File: config.mk
export PLATFORM = sky130hd
export DESIGN_NAME = instr_fetch
export DESIGN_NICKNAME = d
export VERILOG_FILES = /design/src/rtl/instr_fetch.sv
export SDC_FILE = /design/constraint.sdc
export NUM_CORES = 1
export LEC_CHECK = 0
export ABC_CLOCK_PERIOD_IN_PS = 2400
export CAP_MARGIN = 20
export CORE_MARGIN = 3
export CORE_UTILIZATION = 35
export DETAILED_ROUTE_END_ITERATION = 6
export GPL_TIMING_DRIVEN = 0
export PLACE_DENSITY = 0.72
export SETUP_SLACK_MARGIN = 0.4
export SLEW_MARGIN = 20
export SYNTH_ARGS = -nofsm -noshare
export SYNTH_HDL_FRONTEND = slang
export SYNTH_SLANG_ARGS = --single-unit
File: constraint.sdc
create_clock -name clk -period 2.4 [get_ports clk]
set_input_delay 0.48 -clock clk [delete_from_list [all_inputs] [get_ports clk]]
set_output_delay 0.48 -clock clk [all_outputs]
set_load 0.005 [all_outputs]
File: src/rtl/instr_fetch.sv
`default_nettype none
// ---------------------------------------------------------------------------
// instr_fetch : PC owner and single-outstanding instruction fetcher that
//               presents the fetched word to decode over a valid/ready handshake
// Revision    : 1.0
// ---------------------------------------------------------------------------
module instr_fetch #(
  parameter int                XLEN     = 32,
  parameter logic [XLEN-1:0]   RESET_PC = 32'h0000_0000
) (
  input  logic                 clk,
  input  logic                 reset_n,
  output logic                 imem_req,
  output logic [XLEN-1:0]      imem_addr,
  input  logic                 imem_gnt,
  input  logic                 imem_rvalid,
  input  logic [XLEN-1:0]      imem_rdata,
  output logic [XLEN-1:0]      instr,
  output logic [5:0]           instruc,
  output logic [XLEN-1:0]      instr_pc,
  output logic [XLEN-1:0]      pc_plus4,
  output logic                 instr_valid,
  input  logic                 instr_ready,
  input  logic                 redirect,
  input  logic [XLEN-1:0]      redirect_pc
);

  localparam logic [1:0]      c_IDLE  = 2'd0;
  localparam logic [1:0]      c_REQ   = 2'd1;
  localparam logic [1:0]      c_WAIT  = 2'd2;
  localparam logic [1:0]      c_HOLD  = 2'd3;
  localparam logic [XLEN-1:0] c_ALIGN = ~{{(XLEN-2){1'b0}}, 2'b11};
  localparam logic [XLEN-1:0] c_FOUR  = {{(XLEN-3){1'b0}}, 3'd4};

  logic [1:0]      state_q, state_d;
  logic [XLEN-1:0] pc_q, pc_d;
  logic            kill_q, kill_d;
  logic [XLEN-1:0] instr_q, instr_d;
  logic [XLEN-1:0] instr_pc_q, instr_pc_d;
  logic [XLEN-1:0] w_redir_tgt;
  logic [XLEN-1:0] w_seq_pc;

  assign w_redir_tgt = redirect_pc & c_ALIGN;
  assign w_seq_pc    = instr_pc_q + c_FOUR;

  always_ff @(posedge clk or negedge reset_n) begin
    if (!reset_n) begin
      state_q    <= c_IDLE;
      pc_q       <= RESET_PC & c_ALIGN;
      kill_q     <= 1'b0;
      instr_q    <= '0;
      instr_pc_q <= RESET_PC & c_ALIGN;
    end else begin
      state_q    <= state_d;
      pc_q       <= pc_d;
      kill_q     <= kill_d;
      instr_q    <= instr_d;
      instr_pc_q <= instr_pc_d;
    end
  end

  always_comb begin
    state_d    = state_q;
    pc_d       = pc_q;
    kill_d     = kill_q;
    instr_d    = instr_q;
    instr_pc_d = instr_pc_q;
    case (state_q)
      c_IDLE: begin
        state_d = c_REQ;
        if (redirect) pc_d = w_redir_tgt;
      end
      c_REQ: begin
        if (imem_gnt) state_d = c_WAIT;
        if (redirect) begin
          pc_d = w_redir_tgt;
          if (imem_gnt) kill_d = 1'b1;
        end
      end
      c_WAIT: begin
        if (redirect) begin
          pc_d   = w_redir_tgt;
          kill_d = 1'b1;
        end
        // Returned data either lands in the IR or, if stale, is dropped and
        // the fetch restarts from the (possibly redirected) pc with kill clear.
        if (imem_rvalid) begin
          if (kill_q || redirect) begin
            kill_d  = 1'b0;
            state_d = c_REQ;
          end else begin
            instr_d    = imem_rdata;
            instr_pc_d = pc_q;
            state_d    = c_HOLD;
          end
        end
      end
      default: begin
        if (instr_ready) begin
          pc_d    = redirect ? w_redir_tgt : w_seq_pc;
          state_d = c_REQ;
        end else if (redirect) begin
          pc_d    = w_redir_tgt;
          state_d = c_REQ;
        end
      end
    endcase
  end

  always_comb begin
    imem_req    = (state_q == c_REQ);
    instr_valid = (state_q == c_HOLD);
  end

  assign imem_addr = pc_q;
  assign instr     = instr_q;
  assign instruc   = instr_q[XLEN-1 -: 6];
  assign instr_pc  = instr_pc_q;
  assign pc_plus4  = w_seq_pc;

endmodule
`default_nettype wire

==> results.toml, run 1 <==
[outcome]
outcome = "finished, violations left"
violations = "negative setup slack"

[power_and_ir_drop]
p_total_mw = 8.083
p_leak_nw = 4.043
pwr_density_cell_nw_per_um2 = 932.5
ir_worst_vdd_v = 0.0005004

[detailed_routing]
routed_wire_length_per_instance_um = 19.07
ant_nets = 0
drt-vias-per-instance = 5.049
drtIter0Drc = 216
first_pass_iters = 4
vias = 4529
drc = 0
drt-total-wl_um = 17110

[finish]
nFillCells = 939
antenna_cells = 0
fin_util_pct = 66.79
drive_above_1_share_pct = 43.17
fin_cells = 897
multi_input_area_um2 = 2623
nNetsFinal = 797
syn2layout_area_growth_pct = 82.08
seqCellArea_um2 = 2500

[clocking]
cts.sinks = 99
root_buffer = "clkbuf_16"
cts_tree = "done"
clk_latency_ps = 350
ctsHoldBuffers = 0
clk_pin_slew_ps = 70
clk_path_buf_depth = 2
cts_inserted_buffers = 9
htreeDepth = 3

[placement]
portBuffers = 203
gp_congestion = 0.8066
dp.cells = 785
dp_hpwl_um = 11020
pre_cts_ws_ps = -496.3

[yosys]
ys_ff_latch = 99
synth_edf_count = 0
syn_area_um2 = 4761
synthFlopType = "dfrtp_1"
yosys_warnings = 0
syn-num-nets = 486
async_flop_share_pct = 100.0
synthDominantCellAreaShare_pct = 52.04
synth_area_leaders = "dfrtp_1 52%, mux2_2 15%, xnor2_1 3.5%"
seq_area_frac_synth_pct = 52.04
syn_area_per_cell_um2 = 11.64
synthCells = 409
synth_area_leader_cell = "dfrtp_1"
yosysUniqueCellTypes = 41

[critical_path]
endpoint_kind = "output pin"
crit_path_max_fanout = 3
start_kind = "register"
worstPathRequired_ps = 1920
cp.arrival_ps = 2060
criticalPathCategory = "reg2out"

[timing]
setup_tns_ps = -668.3
fin_skew_ps = 5.827
tightest_slew_ps = 633.2
fmax_ghz = 0.3944
period_needed_ps = 2536
setup_violations = 13
setup_ws_ps = -135.8
hold_violations = 0
rsz0062_at_grt = "true"
slew_viol_final = 0
relSlewSlack_pct = 57.79
finalCritPeriodShare_pct = 105.7

[global_routing]
grt_pass1_wl_um = 25460
grt_usage_pct = 22.10
antenna_found_initial = 0
grt_pass1_vias = 4667
grt_overflow = 0
grt_max_degree = 61

[job]
cap_viol_max_count = 0

[floorplanning]
rows = 41
dieHeight_um = 122.6
die_w_um = 122.6
initial_core_util_pct = 36.68
core_area_um2 = 12980
ios = 206
dieArea_um2 = 15040

[hold_path]
hold_class = "in2async"
[Yosys cell counts, types with 3 or more instances]
library cell / instances
a221o_1: 10
xor2_1: 8
dfrtp_1: 99
xnor2_1: 19
inv_1: 6
buf_2: 6
o21ai_0: 16
a21oi_1: 11
mux2_2: 62
a21o_1: 3
nand2_1: 43
nor3b_1: 4
nor3_1: 8
nor2_1: 20
ha_1: 7
and3_1: 6
nand4_1: 6
clkbuf_1: 11
buf_4: 8
mux2i_1: 16
nand3_1: 14
nand2b_1: 3
[cell type report]
type / count / share of cell area, %
Sequential cell: 99 / 28.84
Inverter: 6 / 0.3031
Multi-Input combinational cell: 278 / 30.25
Clock buffer: 11 / 2.916
Clock inverter: 5 / 0.8661
Timing Repair Buffer: 300 / 31.94
Buffer: 26 / 2.396
Tap cell: 172 / 2.483
[cells by family after synthesis]
kind of cell	Yosys count	synth area share, %
AO/OA/AOI/OAI	49	6.886
XOR/XNOR	27	4.967
flip-flops	99	52.04
AND/OR/NAND/NOR	117	12.93
adder cells (fa/ha/maj)	7	1.840
buffers and inverters	32	3.311
multiplexers	78	18.03
[cell usage in the layout, fill, tap and decap left out, types with 10 or more instances in the layout]
cell / n
a21oi_1: 11
a221o_1: 10
buf_2: 29
buf_4: 75
buf_6: 31
clkdlybuf4s50_1: 167
dfrtp_1: 81
dfrtp_2: 18
mux2_2: 62
mux2i_1: 16
nand2_1: 38
nor2_1: 14
o21ai_0: 16
xnor2_2: 14
[power breakdown]
part           switching, mW  internal (mW)
clock network          0.645          0.966
logic                   1.38           2.37
registers              0.528           2.20
[state kept, by name, summed over array words and instances (netlist names)]
name and count:
state_q 2, kill_q 1, instr 32, instr_pc 32, imem_addr 32
[final timing paths]
check                       startpoint             to  slack (ps)  cells past startpoint
setup / recovery           instr_pc[9]   pc_plus4[29]        -140                      9
min in group clk             instr[18]      instr[18]         510                      1
hold / removal                 reset_n  imem_addr[15]          30                      1
hold reg to reg              instr[18]      instr[18]         510                      1
setup reg to reg           instr_pc[9]  imem_addr[31]         230                     11
max in group asynchronous      reset_n   imem_addr[0]        1720                      2
[layer usage]
metal / global-route usage (%) / share of wire [%] / vias up
li1: - / - / 2069
met3: 5.806 / 7.9 / 17
met4: 5.878 / 1.3 / 0
met5: 0 / 0 / -
met1: 26.99 / 39 / 2254
met2: 38.72 / 52 / 189
[critical path: stages (launching register included)]
cell and delay, ps:
dfrtp_2 380, buf_6 110, clkinvlp_4 110, nor4_4 300, buf_6 150, buf_6 90, buf_6 80, nand4_1 140
xnor2_2 190, buf_2 150
[repair_timing]
item                                    4_1_cts  5_1_grt
hold endpoints to repair                      0        0
buffers inserted                             61       35
pin swaps                                    36       31
gates resized for setup                     224       60
endpoints found under the setup margin      129       82
[through the flow]
step | instance area, um^2 | hold slack [ps]
final | 8668 | 33.72
after global routing | 8668 | 59.74
after CTS | 8177 | 44.96
after detailed placement | 7037 | 416.0
after global placement | 7008 | 490.2
after floorplan | 4761 | 184.4
Power figures use the tool's default switching activity.
==> run 2, diff against run 1 <==
--- a/config.mk
+++ b/config.mk
@@ -5,13 +5,14 @@
 export SDC_FILE = /design/constraint.sdc
 export NUM_CORES = 1
 export LEC_CHECK = 0
+export ABC_AREA = 1
 export ABC_CLOCK_PERIOD_IN_PS = 2400
 export CAP_MARGIN = 20
 export CORE_MARGIN = 3
 export CORE_UTILIZATION = 35
 export DETAILED_ROUTE_END_ITERATION = 6
 export GPL_TIMING_DRIVEN = 0
-export PLACE_DENSITY = 0.72
+export PLACE_DENSITY = 0.71
 export SETUP_SLACK_MARGIN = 0.4
 export SLEW_MARGIN = 20
 export SYNTH_ARGS = -nofsm -noshare
==> run 2 against run 1 <==
Effect of this change:
- the flow still finishes with violations (negative setup slack)
- fmax increased by 5.0%
- largest cell class unchanged
- core utilization down 1.8 points
- clock power down 11%
- total power down 12%
- hold slack improved by 470 ps
- design area up 5.6%
- critical endpoint is now pc_plus4[19]
- non-clock buffer count is 16 higher
- first-iteration DRC count increased by 49%
==> results.toml, run 2 <==
[outcome]
outcome = "finished, violations left"
violations = "negative setup slack"

[finish]
stdcell_area_um2 = 9155
final_cell_mix = "163 x clkdlybuf4s50_1, 119 x nand2_1, 77 x dfrtp_1, 62 x buf_6, 61 x buf_4"
fin_util_pct = 64.95
fin_cells = 1106
drive_above_1_share_pct = 37.15
nNetsFinal = 998
syn2layout_area_growth_pct = 79.29
antenna_cells = 0
final_common_cell = "clkdlybuf4s50_1"

[yosys]
synth_area_leaders = "dfrtp_1 49%, nand2_1 12%, mux2_2 7.9%"
syn-num-nets = 673
yosysUniqueCellTypes = 31
ys_ff_latch = 99
seq_area_frac_synth_pct = 48.52
synth_most_common_cell = "nand2_1"
synthFlopType = "dfrtp_1"
async_flop_share_pct = 100.0
yosys_warnings = 0
synthCells = 596
syn_area_um2 = 5106
synthDominantCellAreaShare_pct = 48.52
synth_edf_count = 0
ys_top_cells_by_count = "160 x nand2_1, 99 x dfrtp_1, 64 x inv_1"
syn_area_per_cell_um2 = 8.567
synth_area_leader_cell = "dfrtp_1"

[timing]
tightest_slew_ps = 626.4
fin_skew_ps = 8.232
setup_ws_ps = -15.33
hold_violations = 0
setup_violations = 2
rsz0062_at_grt = "true"
period_needed_ps = 2415
slew_viol_final = 0
holdWs_ps = 505.0
finalCritPeriodShare_pct = 100.6
fmax_ghz = 0.4140
setup_tns_ps = -18.52
relSlewSlack_pct = 58.24

[critical_path]
worstPathRequired_ps = 1920
crit_path_max_fanout = 4
critical_path.endpoint = "pc_plus4[19]"
cp.arrival_ps = 1940
r2r-end = "imem_addr[31]"
cp_slowest_cell = "dfrtp_2"
ff2ff_setup_slack_ps = 0
criticalPathCategory = "reg2out"
start_kind = "register"
rr_worst_depth = 18
endpoint_kind = "output pin"
cp_slowest_stage_delay_ps = 420
crit_path_frequent_cell = "buf_6"
crit_chain = "inv_2 > nor2_4 > nand2_4 > buf_6 > nor2_4 > buf_6 > nand4_1 > and2_4 > buf_6"
startpoint = "instr_pc[2]"
r2r_start = "instr_pc[2]"

[power_and_ir_drop]
pwr-share-comb_pct = 44.8
ir_worst_vdd_v = 0.0005118
p_switching_mw = 2.404
internal_power_mw = 4.731
p_leak_nw = 4.429
power_frac_clock_pct = 20.2
swShare_pct = 33.70
seq_power_share_pct = 35.0
p_total_mw = 7.135
pwr_density_cell_nw_per_um2 = 779.3

[global_routing]
grt_usage_pct = 23.34
antenna_found_initial = 0
grt_pass1_wl_um = 29460
grt_max_degree = 73
grt_pass1_vias = 5606
grt_overflow = 0

[detailed_routing]
ant_nets = 0
first_pass_iters = 5
drtIter0Drc = 322
drt-vias-per-instance = 4.956
drc = 0
routed_wire_length_per_instance_um = 17.91
vias = 5481
drt-total-wl_um = 19800

[job]
cap_viol_max_count = 0

[placement]
dp.cells = 980
dp_hpwl_um = 12660
place_area_um2 = 7392
gp_congestion = 0.8858
portBuffers = 203
pre_cts_ws_ps = -31.66

[clocking]
cts_inserted_buffers = 9
clk_latency_ps = 360
cts.sinks = 99
clk_path_buf_depth = 2
root_buffer = "clkbuf_16"
htreeDepth = 3
clk_pin_slew_ps = 80
cts_tree = "done"

[floorplanning]
core_area_um2 = 14100
ios = 206
rows = 43
die_w_um = 126.8
dieHeight_um = 126.8
dieArea_um2 = 16070
initial_core_util_pct = 36.22

[hold_path]
hold_class = "reg2reg"
[run 2: cell count changes in the layout (fill, tap and decap cells not counted), moves of 13 or more]
cell / before / now
a21oi_1: 11 / 24
buf_4: 75 / 61
buf_6: 31 / 62
inv_1: 3 / 58
mux2_2: 62 / 36
mux2i_1: 16 / 0
nand2_1: 38 / 119
nand2_2: 2 / 37
nor2_1: 14 / 28
nor2_4: 5 / 20
o21ai_0: 16 / 44
[run 2: cell type report]
type                       instances  area (um^2)
buffer                            28        165.2
clock buffer                       9        225.2
clock inverter                     7        57.56
fill                            1160         4941
inverter                          67        261.5
multi-input combinational        402         2714
sequential                        99         2505
tap                              180        225.2
timing repair buffer             314         3002
[run 2: cell families after synthesis]
logic type                 Yosys count  synth area share [%]
AOI/OAI and AO/OA                   85                 9.042
xor gates and xnor gates            16                 2.891
adders and majority gates            7                 1.715
buffers and inverters               95                 7.865
DFF                                 99                 48.52
muxes                               36                 7.939
and+or+nand+nor                    258                 22.03
[run 2: per-layer routing]
layer	wire length, um	global-route usage, %	vias to the layer above
li1	-	-	2541
met1	7673	27.93	2656
met2	10020	40.69	245
met3	1585	6.063	39
met4	529	8.013	0
met5	0	0	-
[run 2: timing repair]
item                       CTS  global route
setup endpoints to repair   33            87
hold endpoints to repair    27             0
pin swaps                   52            45
hold buffers                 1             0
gates resized for setup    223           108
setup buffers               88            21
gates cloned                 0             0
[run 2: worst min-delay path by stage]
stage,start,endpoint,slack [ps],cells after the start
finish,instr[21],instr[21],500,1
CTS,instr[21],instr[21],510,1
global route,instr[8],instr[8],530,1
detailed placement,reset_n,instr[26],370,1
floorplan,reset_n,imem_addr[0],180,0
global placement,instr[21],instr[21],490,1
[run 2: power by group through the flow]
stage | Sequential, mW | Combinational (mW) | Clock, mW
floorplan | 2.52 | 0.862 | 0
global placement | 2.55 | 2.51 | 0
detailed placement | 2.57 | 2.53 | 0
CTS | 2.47 | 3.03 | 1.46
global route | 2.55 | 3.47 | 1.51
finish | 2.50 | 3.20 | 1.44
[run 2: critical path: cells and delay by family, from the launching register on]
kind | cells | cell delay (ps)
flip-flops | 1 | 420
AND/OR/NAND/NOR | 5 | 710
buffers and inverters | 4 | 430
==> run 3, diff against run 2 <==
--- a/config.mk
+++ b/config.mk
@@ -13,6 +13,7 @@
 export DETAILED_ROUTE_END_ITERATION = 6
 export GPL_TIMING_DRIVEN = 0
 export PLACE_DENSITY = 0.71
+export REMOVE_ABC_BUFFERS = 1
 export SETUP_SLACK_MARGIN = 0.4
 export SLEW_MARGIN = 20
 export SYNTH_ARGS = -nofsm -noshare
==> run 3 against run 2 <==
Effect of this change:
- the flow now finishes without violations
- first-iteration DRC count decreased by 23%
- die area unchanged
- clock skew about the same
- hold slack got worse by 470 ps
- core utilization decreased by 0.46 points
- critical path type unchanged
- largest cell class unchanged
==> results.toml, run 3 (same netlist as run 2, synthesis figures left out) <==
[outcome]
outcome = "finished clean"

[timing]
finalCritPeriodShare_pct = 97.03
tightest_slew_ps = 451.9
slew_viol_final = 0
fmax_ghz = 0.4294
rsz0062_at_grt = "true"
hold_violations = 0
setup_violations = 0
fin_skew_ps = 8.704
relSlewSlack_pct = 69.84
period_needed_ps = 2329

[placement]
dp.cells = 954
dp_hpwl_um = 11530
gp_congestion = 0.8435
portBuffers = 203

[power_and_ir_drop]
p_leak_nw = 4.308
ir_worst_vdd_v = 0.0005032
pwr_density_cell_nw_per_um2 = 803.2

[detailed_routing]
first_pass_iters = 4
drtIter0Drc = 249
drt-vias-per-instance = 4.816
vias = 5201
routed_wire_length_per_instance_um = 17.13
met3_length_um = 1675
drc = 0
route.met2.wl_um = 8985
drt-total-wl_um = 18500
ant_nets = 0
top_layer_used = "met4"
met1Wirelength_um = 7427

[clocking]
ctsHoldBuffers = 0
cts_inserted_buffers = 9
clk_latency_ps = 350
htreeDepth = 3
clk_path_buf_depth = 2
cts_tree = "done"
root_buffer = "clkbuf_16"
cts.sinks = 99
clk_pin_slew_ps = 70

[critical_path]
r2r-end = "imem_addr[19]"
start_kind = "register"
cp.arrival_ps = 1850
ff2ff_setup_slack_ps = 90
startpoint = "instr_pc[3]"
crit_path_max_fanout = 4
rr_worst_depth = 15
r2r_start = "instr_pc[3]"
criticalPathCategory = "reg2out"
endpoint_kind = "output pin"
worstPathRequired_ps = 1920
critical_path.endpoint = "pc_plus4[17]"

[finish]
fin_util_pct = 64.49
nNetsFinal = 973
syn2layout_area_growth_pct = 78.02
antenna_cells = 0
final_cell_mix = "168 x clkdlybuf4s50_1, 120 x nand2_1, 77 x dfrtp_1, 70 x buf_4, 60 x inv_1"
drive_above_1_share_pct = 36.33
fin_cells = 1080
final_common_cell = "clkdlybuf4s50_1"
nFillCells = 1132

[global_routing]
antenna_found_initial = 0
grt_max_degree = 63
grt_overflow = 0
grt_pass1_vias = 5335
grt_pass1_wl_um = 28560
grt_usage_pct = 22.57

[floorplanning]
dieArea_um2 = 16070
core_area_um2 = 14100
die_w_um = 126.8
initial_core_util_pct = 36.22
ios = 206
dieHeight_um = 126.8
rows = 43

[hold_path]
hold_class = "in2async"

[job]
cap_viol_max_count = 0
## run 3: cell count changes in the layout (fill, tap and decap cells not counted), sizes merged, moves of 4 or more
cell,change
buf,-16
clkbuf,-7
dlygate4sd2,-4
clkdlybuf4s50,+5
inv,-4
## run 3: worst min path at each step
| stage | end | slack (ps) | cells after the start |
|---|---|---|---|
| 2_1_floorplan | imem_addr[0] | 180 | 0 |
| 3_3_place_gp | instr[20] | 490 | 1 |
| 3_5_place_dp | imem_addr[8] | 420 | 1 |
| 4_1_cts | imem_addr[8] | 30 | 1 |
| 5_1_grt | imem_addr[8] | 40 | 1 |
| 6_report | instr_pc[8] | 30 | 1 |
## run 3: repair_timing
action,CTS,global route
resized for setup,206,94
endpoints found under the hold margin,0,0
pin swaps,47,38
cloned,2,0
buffers inserted,85,24
endpoints found under the setup margin,69,57
## run 3: critical path, stage by stage, from the launching register on
cell and delay (ps):
dfrtp_1 420, nand2_2 100, nor2_4 190, nand2_4 120, nor2_4 130, buf_6 120, nand2_2 70, xor2_2 170
inv_1 60, buf_2 120
## run 3: layout make-up
type	count	area, um^2	area share [%]
timing repair buffer	315	2992	32.91
multi-input combinational	404	2791	30.71
sequential	99	2505	27.56
inverter	67	259.0	2.849
clock buffer	11	242.7	2.670
tap	180	225.2	2.478
clock inverter	4	75.07	0.8259
## run 3: layer usage
metal / GRT usage, % / up-vias
met5: 0 / -
met1: 28.24 / 2470
li1: - / 2492
met4: 6.435 / 0
met3: 7.789 / 30
met2: 37.14 / 209
## run 3: through the flow
step | power (mW) | instance area (um^2) | TNS (ps) | hold WS, ps | setup WS, ps
after floorplan | 3.315 | 4956 | -50930 | 184.4 | -894.3
after global placement | 5.002 | 7213 | -611170 | 486.7 | -4199
after detailed placement | 5.031 | 7289 | -5667 | 415.8 | -461.9
after CTS | 7.059 | 8603 | 0 | 34.01 | 41.00
after global routing | 7.725 | 9090 | -52.01 | 41.17 | -27.85
final | 7.301 | 9090 | 0 | 30.30 | 71.19
## run 3: where the power goes
part	internal, mW	leakage, nW	switching [mW]
sequential	2.13	1.25	0.433
combinational	1.89	2.91	1.25
clock	0.938	0.148	0.658
total	4.96	4.31	2.34
